===== src/rtl/conv_stream_feeder.sv =====
// Streams packed staging-memory words out over three independent valid/ready lanes (a, b, c).
// Optional macro CONV_STREAM_FEEDER_PERF_EN adds the stall_cycles performance counter output.
module conv_stream_feeder #(
    parameter int IO_DATA_WIDTH = 16,
    parameter int ADDR_WIDTH    = 20,
    parameter int COUNT_WIDTH   = 20,
    parameter int FIFO_DEPTH    = 2
) (
    input  logic                       clk,
    input  logic                       rst_in,
    input  logic                       start,
    input  logic [ADDR_WIDTH-1:0]      base_addr,
    input  logic [COUNT_WIDTH-1:0]     nb_words,
    input  logic [2:0]                 lane_mask,
    output logic                       running,
    output logic                       done,
    output logic                       mem_read_en,
    output logic [ADDR_WIDTH-1:0]      mem_read_addr,
    input  logic [3*IO_DATA_WIDTH-1:0] mem_qout,
    output logic [IO_DATA_WIDTH-1:0]   a_data,
    output logic [IO_DATA_WIDTH-1:0]   b_data,
    output logic [IO_DATA_WIDTH-1:0]   c_data,
    output logic                       a_valid,
    output logic                       b_valid,
    output logic                       c_valid,
    input  logic                       a_ready,
    input  logic                       b_ready,
    input  logic                       c_ready
`ifdef CONV_STREAM_FEEDER_PERF_EN
    ,
    output logic [31:0]                stall_cycles
`endif
);

    localparam int WORD_W = 3 * IO_DATA_WIDTH;
    localparam int PTR_W  = (FIFO_DEPTH > 2) ? $clog2(FIFO_DEPTH) : 1;
    localparam int CNT_W  = $clog2(FIFO_DEPTH + 1);

    typedef enum logic [1:0] {
        ST_IDLE,
        ST_RUN,
        ST_DONE
    } state_t;

    state_t state, state_next;

    logic [ADDR_WIDTH-1:0]  base_q;
    logic [COUNT_WIDTH-1:0] nb_q;
    logic [2:0]             mask_q;
    logic [COUNT_WIDTH-1:0] issue_cnt;
    logic [COUNT_WIDTH-1:0] pop_cnt;
    logic [2:0]             lane_done;
    logic                   inflight;

    logic [WORD_W-1:0]      fifo_mem [FIFO_DEPTH];
    logic [PTR_W-1:0]       wr_ptr;
    logic [PTR_W-1:0]       rd_ptr;
    logic [CNT_W-1:0]       fifo_count;

    logic                   in_run;
    logic                   head_ok;
    logic [2:0]             lane_ready;
    logic [2:0]             lane_valid;
    logic [2:0]             lane_hs;
    logic                   pop_now;
    logic [CNT_W:0]         occ_next;
    logic [WORD_W-1:0]      head;
    logic                   accept_start;

    function automatic logic [PTR_W-1:0] ptr_inc(input logic [PTR_W-1:0] p);
        return (p == PTR_W'(FIFO_DEPTH - 1)) ? '0 : p + PTR_W'(1);
    endfunction

    assign accept_start = (state == ST_IDLE) && start;
    assign in_run       = (state == ST_RUN);
    assign head_ok      = in_run && (fifo_count != '0);
    assign head         = fifo_mem[rd_ptr];
    assign lane_ready   = {c_ready, b_ready, a_ready};
    assign lane_valid   = head_ok ? (mask_q & ~lane_done) : 3'b000;
    assign lane_hs      = lane_valid & lane_ready;

    // A word retires once every lane is masked off, already accepted, or accepting now.
    assign pop_now  = head_ok && (&(~mask_q | lane_done | lane_hs));

    // Occupancy the FIFO will have once the outstanding read lands, net of this cycle's pop.
    assign occ_next = (CNT_W+1)'(fifo_count) + (CNT_W+1)'(inflight) - (CNT_W+1)'(pop_now);

    assign mem_read_en   = in_run && (issue_cnt < nb_q) && (occ_next < (CNT_W+1)'(FIFO_DEPTH));
    assign mem_read_addr = base_q + ADDR_WIDTH'(issue_cnt);

    assign a_data  = head[IO_DATA_WIDTH-1:0];
    assign b_data  = head[2*IO_DATA_WIDTH-1:IO_DATA_WIDTH];
    assign c_data  = head[3*IO_DATA_WIDTH-1:2*IO_DATA_WIDTH];
    assign a_valid = lane_valid[0];
    assign b_valid = lane_valid[1];
    assign c_valid = lane_valid[2];

    assign running = (state == ST_RUN) || (state == ST_DONE);
    assign done    = (state == ST_DONE);

    always_ff @(posedge clk) begin
        if (rst_in) begin
            state <= ST_IDLE;
        end else begin
            state <= state_next;
        end
    end

    // Completion looks at the post-pop count so done follows the final handshake by one cycle.
    always_comb begin
        state_next = state;
        case (state)
            ST_IDLE: begin
                if (start) begin
                    state_next = ST_RUN;
                end
            end
            ST_RUN: begin
                if ((pop_cnt + COUNT_WIDTH'(pop_now)) == nb_q) begin
                    state_next = ST_DONE;
                end
            end
            ST_DONE: begin
                state_next = ST_IDLE;
            end
            default: begin
                state_next = ST_IDLE;
            end
        endcase
    end

    always_ff @(posedge clk) begin
        if (rst_in) begin
            base_q     <= '0;
            nb_q       <= '0;
            mask_q     <= '0;
            issue_cnt  <= '0;
            pop_cnt    <= '0;
            lane_done  <= '0;
            inflight   <= 1'b0;
            wr_ptr     <= '0;
            rd_ptr     <= '0;
            fifo_count <= '0;
            for (int i = 0; i < FIFO_DEPTH; i++) begin
                fifo_mem[i] <= '0;
            end
        end else begin
            if (accept_start) begin
                base_q    <= base_addr;
                nb_q      <= nb_words;
                mask_q    <= lane_mask;
                issue_cnt <= '0;
                pop_cnt   <= '0;
                lane_done <= '0;
            end else begin
                if (mem_read_en) begin
                    issue_cnt <= issue_cnt + COUNT_WIDTH'(1);
                end
                if (pop_now) begin
                    pop_cnt   <= pop_cnt + COUNT_WIDTH'(1);
                    lane_done <= '0;
                end else begin
                    lane_done <= lane_done | lane_hs;
                end
            end

            inflight <= mem_read_en;
            if (inflight) begin
                fifo_mem[wr_ptr] <= mem_qout;
                wr_ptr           <= ptr_inc(wr_ptr);
            end
            if (pop_now) begin
                rd_ptr <= ptr_inc(rd_ptr);
            end
            fifo_count <= fifo_count + CNT_W'(inflight) - CNT_W'(pop_now);
        end
    end

`ifdef CONV_STREAM_FEEDER_PERF_EN
    logic stall_now;

    assign stall_now = head_ok && (|(lane_valid & ~lane_ready)) && !pop_now;

    always_ff @(posedge clk) begin
        if (rst_in) begin
            stall_cycles <= '0;
        end else if (accept_start) begin
            stall_cycles <= '0;
        end else if (stall_now && (stall_cycles != '1)) begin
            stall_cycles <= stall_cycles + 32'd1;
        end
    end
`endif

endmodule


===== config.mk =====
export PLATFORM = sky130hd
export DESIGN_NAME = conv_stream_feeder
export DESIGN_NICKNAME = d
export VERILOG_FILES = /design/src/rtl/conv_stream_feeder.sv
export SDC_FILE = /design/constraint.sdc
export NUM_CORES = 1
export LEC_CHECK = 0
export BUFFER_PORTS_ARGS = -buffer_cell sky130_fd_sc_hd__buf_2
export CAP_MARGIN = 20
export CORE_UTILIZATION = 57
export CTS_BUF_LIST = sky130_fd_sc_hd__clkbuf_4 sky130_fd_sc_hd__clkbuf_8 sky130_fd_sc_hd__clkbuf_16
export CTS_CLUSTER_DIAMETER = 80
export DETAILED_ROUTE_END_ITERATION = 6
export PLACE_DENSITY = 0.81
export SYNTH_ARGS = -nofsm -noshare
export SYNTH_HDL_FRONTEND = slang
export SYNTH_SLANG_ARGS = --single-unit

===== constraint.sdc =====
create_clock -name clk -period 4.7 [get_ports clk]
set_clock_uncertainty 0.05 [all_clocks]
set_input_delay 0.705 -clock clk [delete_from_list [all_inputs] [get_ports clk]]
set_output_delay 0.705 -clock clk [all_outputs]
set_load 0.02 [all_outputs]

# --- Word level (Yosys, flattened, before mapping) ---
# Memory sizes are Yosys's and may differ from the RTL's. A register that Yosys moved wholly into a read port is not among the register bits.
# Cells that the tools add are included.
classes:
  n_addsub: 10
  magnitude_cmp: 2
  n_eq_ne: 5
  muxes: 16
  n_bitwise: 7
  reduce_logical: 13
ops:
  columns: ["operator", "n"]
  rows:
  - ["2-to-1 mux 48 bit", 1]
  - ["OR reduction 48 bit", 1]
  - ["adder 20 x 1 -> 20 bit, second input constant", 2]
  - ["adder 20 x 1 -> 20 bit", 1]
  - ["adder 20 bit", 1]
  - ["== test 20 bit", 1]
  - ["< comparator 20 bit", 1]
  - ["2-to-1 mux 1 bit", 11]
  - ["OR 3 bit", 3]
  - ["bitwise AND 3 bit", 2]
  - ["NOT 3 bit", 2]
  - ["logical AND 1 bit", 5]
  - ["2-to-1 mux 2 bit", 2]
  - ["one-hot mux 2 bit (2 select lines)", 1]
  - ["adder 2 x 1 -> 3 bit", 1]
  - ["< comparator 3 x 2 -> 1 bit, second input constant", 1]
  - ["2-to-1 mux 3 bit", 1]
  - ["AND reduction 3 bit", 1]
  - ["OR reduction 3 bit", 1]
  - ["subtractor 3 x 1 -> 3 bit", 1]
  - ["adder 1 bit, second input constant", 2]
  - ["adder 2 x 1 -> 2 bit", 1]
  - ["== test 2 x 1 -> 1 bit, second input constant", 1]
  - ["== test 2 bit, second input constant", 1]
  - ["other kinds (8)", 8]
totals:
  ff_bits: 93
  ramBits: 96
  inputBits: 97
  output_inout_bits: 74
  word_cells: 65
  mem_count: 1
memory_table:
  columns: ["memory", "words", "width", "rd", "rd_clocked_by_memory_dff", "write_ports", "line", "text"]
  rows:
  - ["fifo_mem", 2, 48, 1, 1, 2, "55", "logic [WORD_W-1:0] fifo_mem [FIFO_DEPTH];"]

# --- Logic depth before layout (Yosys ltp) ---
depth:
  ltp_word: 11
  ltp_mapped: 19
  mapped_depth_nobuf: 17

# --- Worst setup path after synthesis ---
# Ideal clock, no wire load.
synth_path:
  path_kind: "input-to-output"
  start: "in a_ready"
  end: "out mem_read_en"
  t_arrival_ps: 3681
  required_time_ps: 3945
  slack_ps: 264
  stages: 15
  path_buffers: 2
  path_cell_list: "nor2_1 a2111oi_2 buf_4 ha_1 inv_1 ha_1 inv_1 fa_1 xor2_1 a211o_1 a2111oi_2 o311ai_1 o22a_2 buf_2 inv_1"
synth_via:
  elab_chain_cells: 7
synth_lines:
  columns: ["item", "line", "text"]
  rows:
  - ["from (decl)", "26", "input logic a_ready,"]
  - ["bitwise AND 3 bit", "80", "assign lane_hs = lane_valid & lane_ready;"]
  - ["OR 3 bit", "83", "assign pop_now = head_ok && (&(~mask_q | lane_done | lane_hs));"]
  - ["AND reduction 3 bit", "83", null]
  - ["logical AND 1 bit", "83", null]
  - ["named net pop_now", "65", "logic pop_now;"]
  - ["subtractor 3 x 1 -> 3 bit", "86", "assign occ_next = (CNT_W+1)'(fifo_count) + (CNT_W+1)'(inflight) - (CNT_W+1)'(pop_now);"]
  - ["< comparator 3 x 2 -> 1 bit", "88", "assign mem_read_en = in_run && (issue_cnt < nb_q) && (occ_next < (CNT_W+1)'(FIFO_DEPTH));"]
  - ["logical AND 1 bit", "88", null]
  - ["to (decl)", "17", "output logic mem_read_en,"]
# The timed path passes the listed nets, and every way through them passes these cells.

# --- Final worst setup path ---
layout_path:
  start: "reg state[1]"
  end: "out mem_read_en"
layout_via:
  elab_chain_cells: 10
  elab_cells_between_ends: 11
  cone_classes: "1 x add/sub; 1 x order compare; 1 x eq/ne; 1 x mux; 2 x bitwise; 5 x reduce/logical"
layout_lines:
  columns: ["item", "line", "text"]
  rows:
  - ["from (decl)", "45", "state_t state, state_next;"]
  - ["from (signal assigned)", "105", "state <= state_next;"]
  - ["== test 2 x 1 -> 1 bit (*)", "75", "assign in_run = (state == ST_RUN);"]
  - ["logical AND 1 bit", "76", "assign head_ok = in_run && (fifo_count != '0);"]
  - ["2-to-1 mux 3 bit", "79", "assign lane_valid = head_ok ? (mask_q & ~lane_done) : 3'b000;"]
  - ["bitwise AND 3 bit", "80", null]
  - ["OR 3 bit", "83", null]
  - ["AND reduction 3 bit", "83", null]
  - ["logical AND 1 bit", "83", null]
  - ["subtractor 3 x 1 -> 3 bit", "86", null]
  - ["< comparator 3 x 2 -> 1 bit", "88", null]
  - ["logical AND 1 bit (*)", "88", null]
# Every way passes the cells marked *; elsewhere a longest branch is shown, timed or not.

==> results.py <==
metrics = {
    "global_routing": {
        "grt_antenna_before_repair": 0,
        "gr-usage-met1": 0.303,
        "grt_max_degree": 59,
        "grt-busiest-layer": "met2",
        "use_met2": 0.451,
        "grt_usage": 0.251,
        "grt_pass1_vias": 7361,
        "grt_pass1_wl_um": 35000,
        "gr-total-overflow": 0,
        "grt_use_met3": 0.0384,
    },
    "yosys": {
        "synthCells": 979,
        "syn_avg_cell_area_um2": 10.0,
        "ys_top_cells_by_area": "edfxtp_1 29%, dfxtp_1 19%, and2_1 6.3%",
        "netlist_area_um2": 9810,
        "synth_compound_gate_area_share": 0.0835,
        "seq_area_frac_synth": 0.486,
        "yosys.area_share.simple": 0.203,
        "yosysUniqueCellTypes": 55,
        "yosysMostFrequentCell": "nand2_1",
        "synthMuxAreaShare": 0.0592,
        "synth_fa_ha_area_frac": 0.0666,
        "synth_ff_type": "edfxtp_1",
        "synth-edff-count": 96,
        "yosys_warnings": 0,
        "netlist.area_leader.share": 0.294,
        "synth_fp_nets": 1127,
        "synth_xor_area_frac": 0.0697,
        "synthTopCellsByCount": "119 x nand2_1, 99 x and2_1, 96 x edfxtp_1",
        "ys_seq_elements": 190,
        "async_flop_share": 0,
        "synth_largest_area_cell": "edfxtp_1",
        "synth_top_family_by_area": "simple AND/OR/NAND/NOR gates",
    },
    "timing": {
        "slew_headroom": 0.425,
        "hold_viol": 0,
        "worst_pin_slew_ps": 851,
        "period_needed_ps": 4490,
        "finalSetupViolations": 0,
        "final_max_slew_viol_count": 0,
        "finalCritPeriodShare": 0.955,
        "fmax_ghz": 0.223,
        "fin_tns_setup_ps": 0,
        "rsz0062_at_grt": "no",
        "whs_ps": 413,
    },
    "drt": {
        "drt_iter0_markers": 381,
        "wl_per_cell_um": 15.7,
        "vias_per_cell": 5.42,
        "drc": 0,
        "finalWirelength_um": 21500,
        "postRouteAntennaNets": 0,
        "drt-pass1-iter-count": 5,
        "num_vias": 7430,
    },
    "floorplanning": {
        "boundaryPins": 171,
        "row_count": 47,
        "core-area_um2": 16700,
        "die_y_um": 133,
        "initial_utilization": 0.587,
        "dieArea_um2": 17700,
        "die_x_um": 133,
    },
    "critical_path": {
        "end_kind": "primary output",
        "r2r_setup_slack_ps": 400,
        "worstPathRequired_ps": 3940,
        "cp-endpoint": "mem_read_en",
        "r2r_end": "issue_cnt[11]",
        "reg2regPathDepth": 19,
        "path_max_fanout": 4,
        "crit_start": "state[1]",
        "path_class": "reg2out",
        "arrival_ps": 3740,
        "rr_startpoint": "state[1]",
        "critical_path.startpoint_type": "flip-flop",
    },
    "clock_tree": {
        "insertion_delay_ps": 430,
        "cts_tree": "done",
        "cts-root-buf": "clkbuf_16",
        "clk_path_buf_depth": 2,
        "path_clk_slew_ps": 70,
        "numCtsBuffers": 17,
        "cts_sinks": 190,
        "htree_levels": 4,
    },
    "layout": {
        "utilization": 0.687,
        "areaGrowthSynthToFinish_pct": 17.0,
        "nets": 1286,
        "fill_cells": 1278,
        "fin_cells": 1372,
        "drive_above_1_share": 0.240,
    },
    "power_and_ir_drop": {
        "finalPower_mw": 5.02,
        "ir_drop_uv": 322,
        "power_leakage_nw": 4.76,
        "p_per_area_nw_per_um2": 438,
    },
    "place": {
        "dp.cells": 1335,
        "numPortBuffers": 170,
        "place_hpwl_um": 15200,
        "gp_congestion": 0.865,
    },
    "job": {
        "cap_violations": 0,
    },
    "hold_path": {
        "hold_path_class": "reg2reg",
    },
    "status": {
        "status": "finished clean",
    },
}
-- metrics by stage --
| step | area, µm² | setup WS [ps] |
|---|---|---|
| finish | 11500 | 210 |
| detailed placement | 10800 | 127 |
| global route | 11500 | 11.7 |
| floorplan | 9810 | 264 |
| CTS | 11400 | 10.7 |
| global placement | 10800 | 260 |
-- power by group --
part           leakage [nW]  internal [mW]  switching [mW]
registers              1.76           2.01           0.127
clock network         0.271          0.696           0.666
logic                  2.73          0.596           0.928
total                  4.76           3.30            1.72
-- sequential cells by signal (all words and copies together), names as in the netlist, 3 cells and up, named ones only --
signal and count:
mask_q 3, nb_q 20, pop_cnt 20, fifo_mem 96
base_q 20, issue_cnt 20, lane_done 3
-- cell usage in the layout (no fill, tap or decap), types with 3 or more instances in the layout --
cell,Yosys,layout
nor3_1,14,14
and2_1,99,99
nor4_1,10,10
o21ai_0,14,13
mux2i_1,4,4
o211ai_1,6,6
nand2b_1,8,8
xnor2_1,49,49
edfxtp_1,96,96
a21oi_1,71,71
nand4_1,14,14
nor3b_1,8,6
nand2_1,119,119
inv_6,0,7
and3_1,5,5
dfxtp_2,0,3
dfxtp_1,94,91
nor2_1,72,72
clkbuf_16,0,17
buf_2,1,169
a211oi_1,4,4
nand3_1,15,15
or3_1,8,8
o21a_1,4,4
inv_1,37,36
a21o_1,9,8
xor2_1,29,29
ha_1,49,48
a31oi_1,6,6
o31ai_1,3,3
nor2b_1,7,7
buf_4,1,12
mux2_2,48,48
inv_8,0,3
or2_2,3,3
-- kinds of logic after synthesis --
family / count (synthesis)
and+or+nand+nor: 394
adders and majority gates: 51
xor gates and xnor gates: 78
muxes: 52
buffers and inverters: 80
AOI/OAI and AO/OA: 134
DFF: 190
-- final cells by class --
cell class,instances,area (µm²),share of cell area
tap,220,275,0.0240
multi-input combinational,709,4760,0.415
timing repair buffer,183,976,0.0851
clock inverter,15,124,0.0108
antenna,1,2.50,0.000218
sequential,190,4770,0.416
inverter,37,139,0.0121
clock buffer,17,425,0.0371
-- per-layer routing --
layer / part of all wire / up-vias
met5: 0 / -
met4: 0.027 / 0
met3: 0.055 / 46
met2: 0.50 / 231
met1: 0.42 / 3433
li1: - / 3720
-- how the worst min path moves through the flow --
| stage | startpoint | end | slack, ps | cells after the start |
|---|---|---|---|---|
| 3_5_place_dp | base_q[14] | base_q[14] | 400 | 2 |
| 2_1_floorplan | base_q[0] | base_q[0] | 390 | 2 |
| 4_1_cts | base_q[14] | base_q[14] | 410 | 2 |
| 6_report | base_q[17] | base_q[17] | 410 | 2 |
| 5_1_grt | base_q[6] | base_q[6] | 440 | 2 |
| 3_3_place_gp | base_q[15] | base_q[15] | 400 | 2 |
-- worst max-delay path, stage by stage (launching register included) --
cell and delay [ps]:
dfxtp_2 340, inv_2 80, ha_4 140, o21ai_1 90, a2111oi_2 350, ha_1 290, inv_1 50, ha_1 120
inv_1 50, fa_1 540, nand3b_1 90, a211o_1 330, a2111oi_4 210, o311ai_1 140, o22a_2 290, inv_1 60
buf_4 130
-- what timing repair did --
item                                    4_1_cts  5_1_grt
endpoints found under the setup margin        1        3
buffers inserted                              1        1
hold buffers                                  0        0
resized for setup                             0        8
pin swaps                                     2        6
Note: power is estimated with default switching activity, not from simulation.
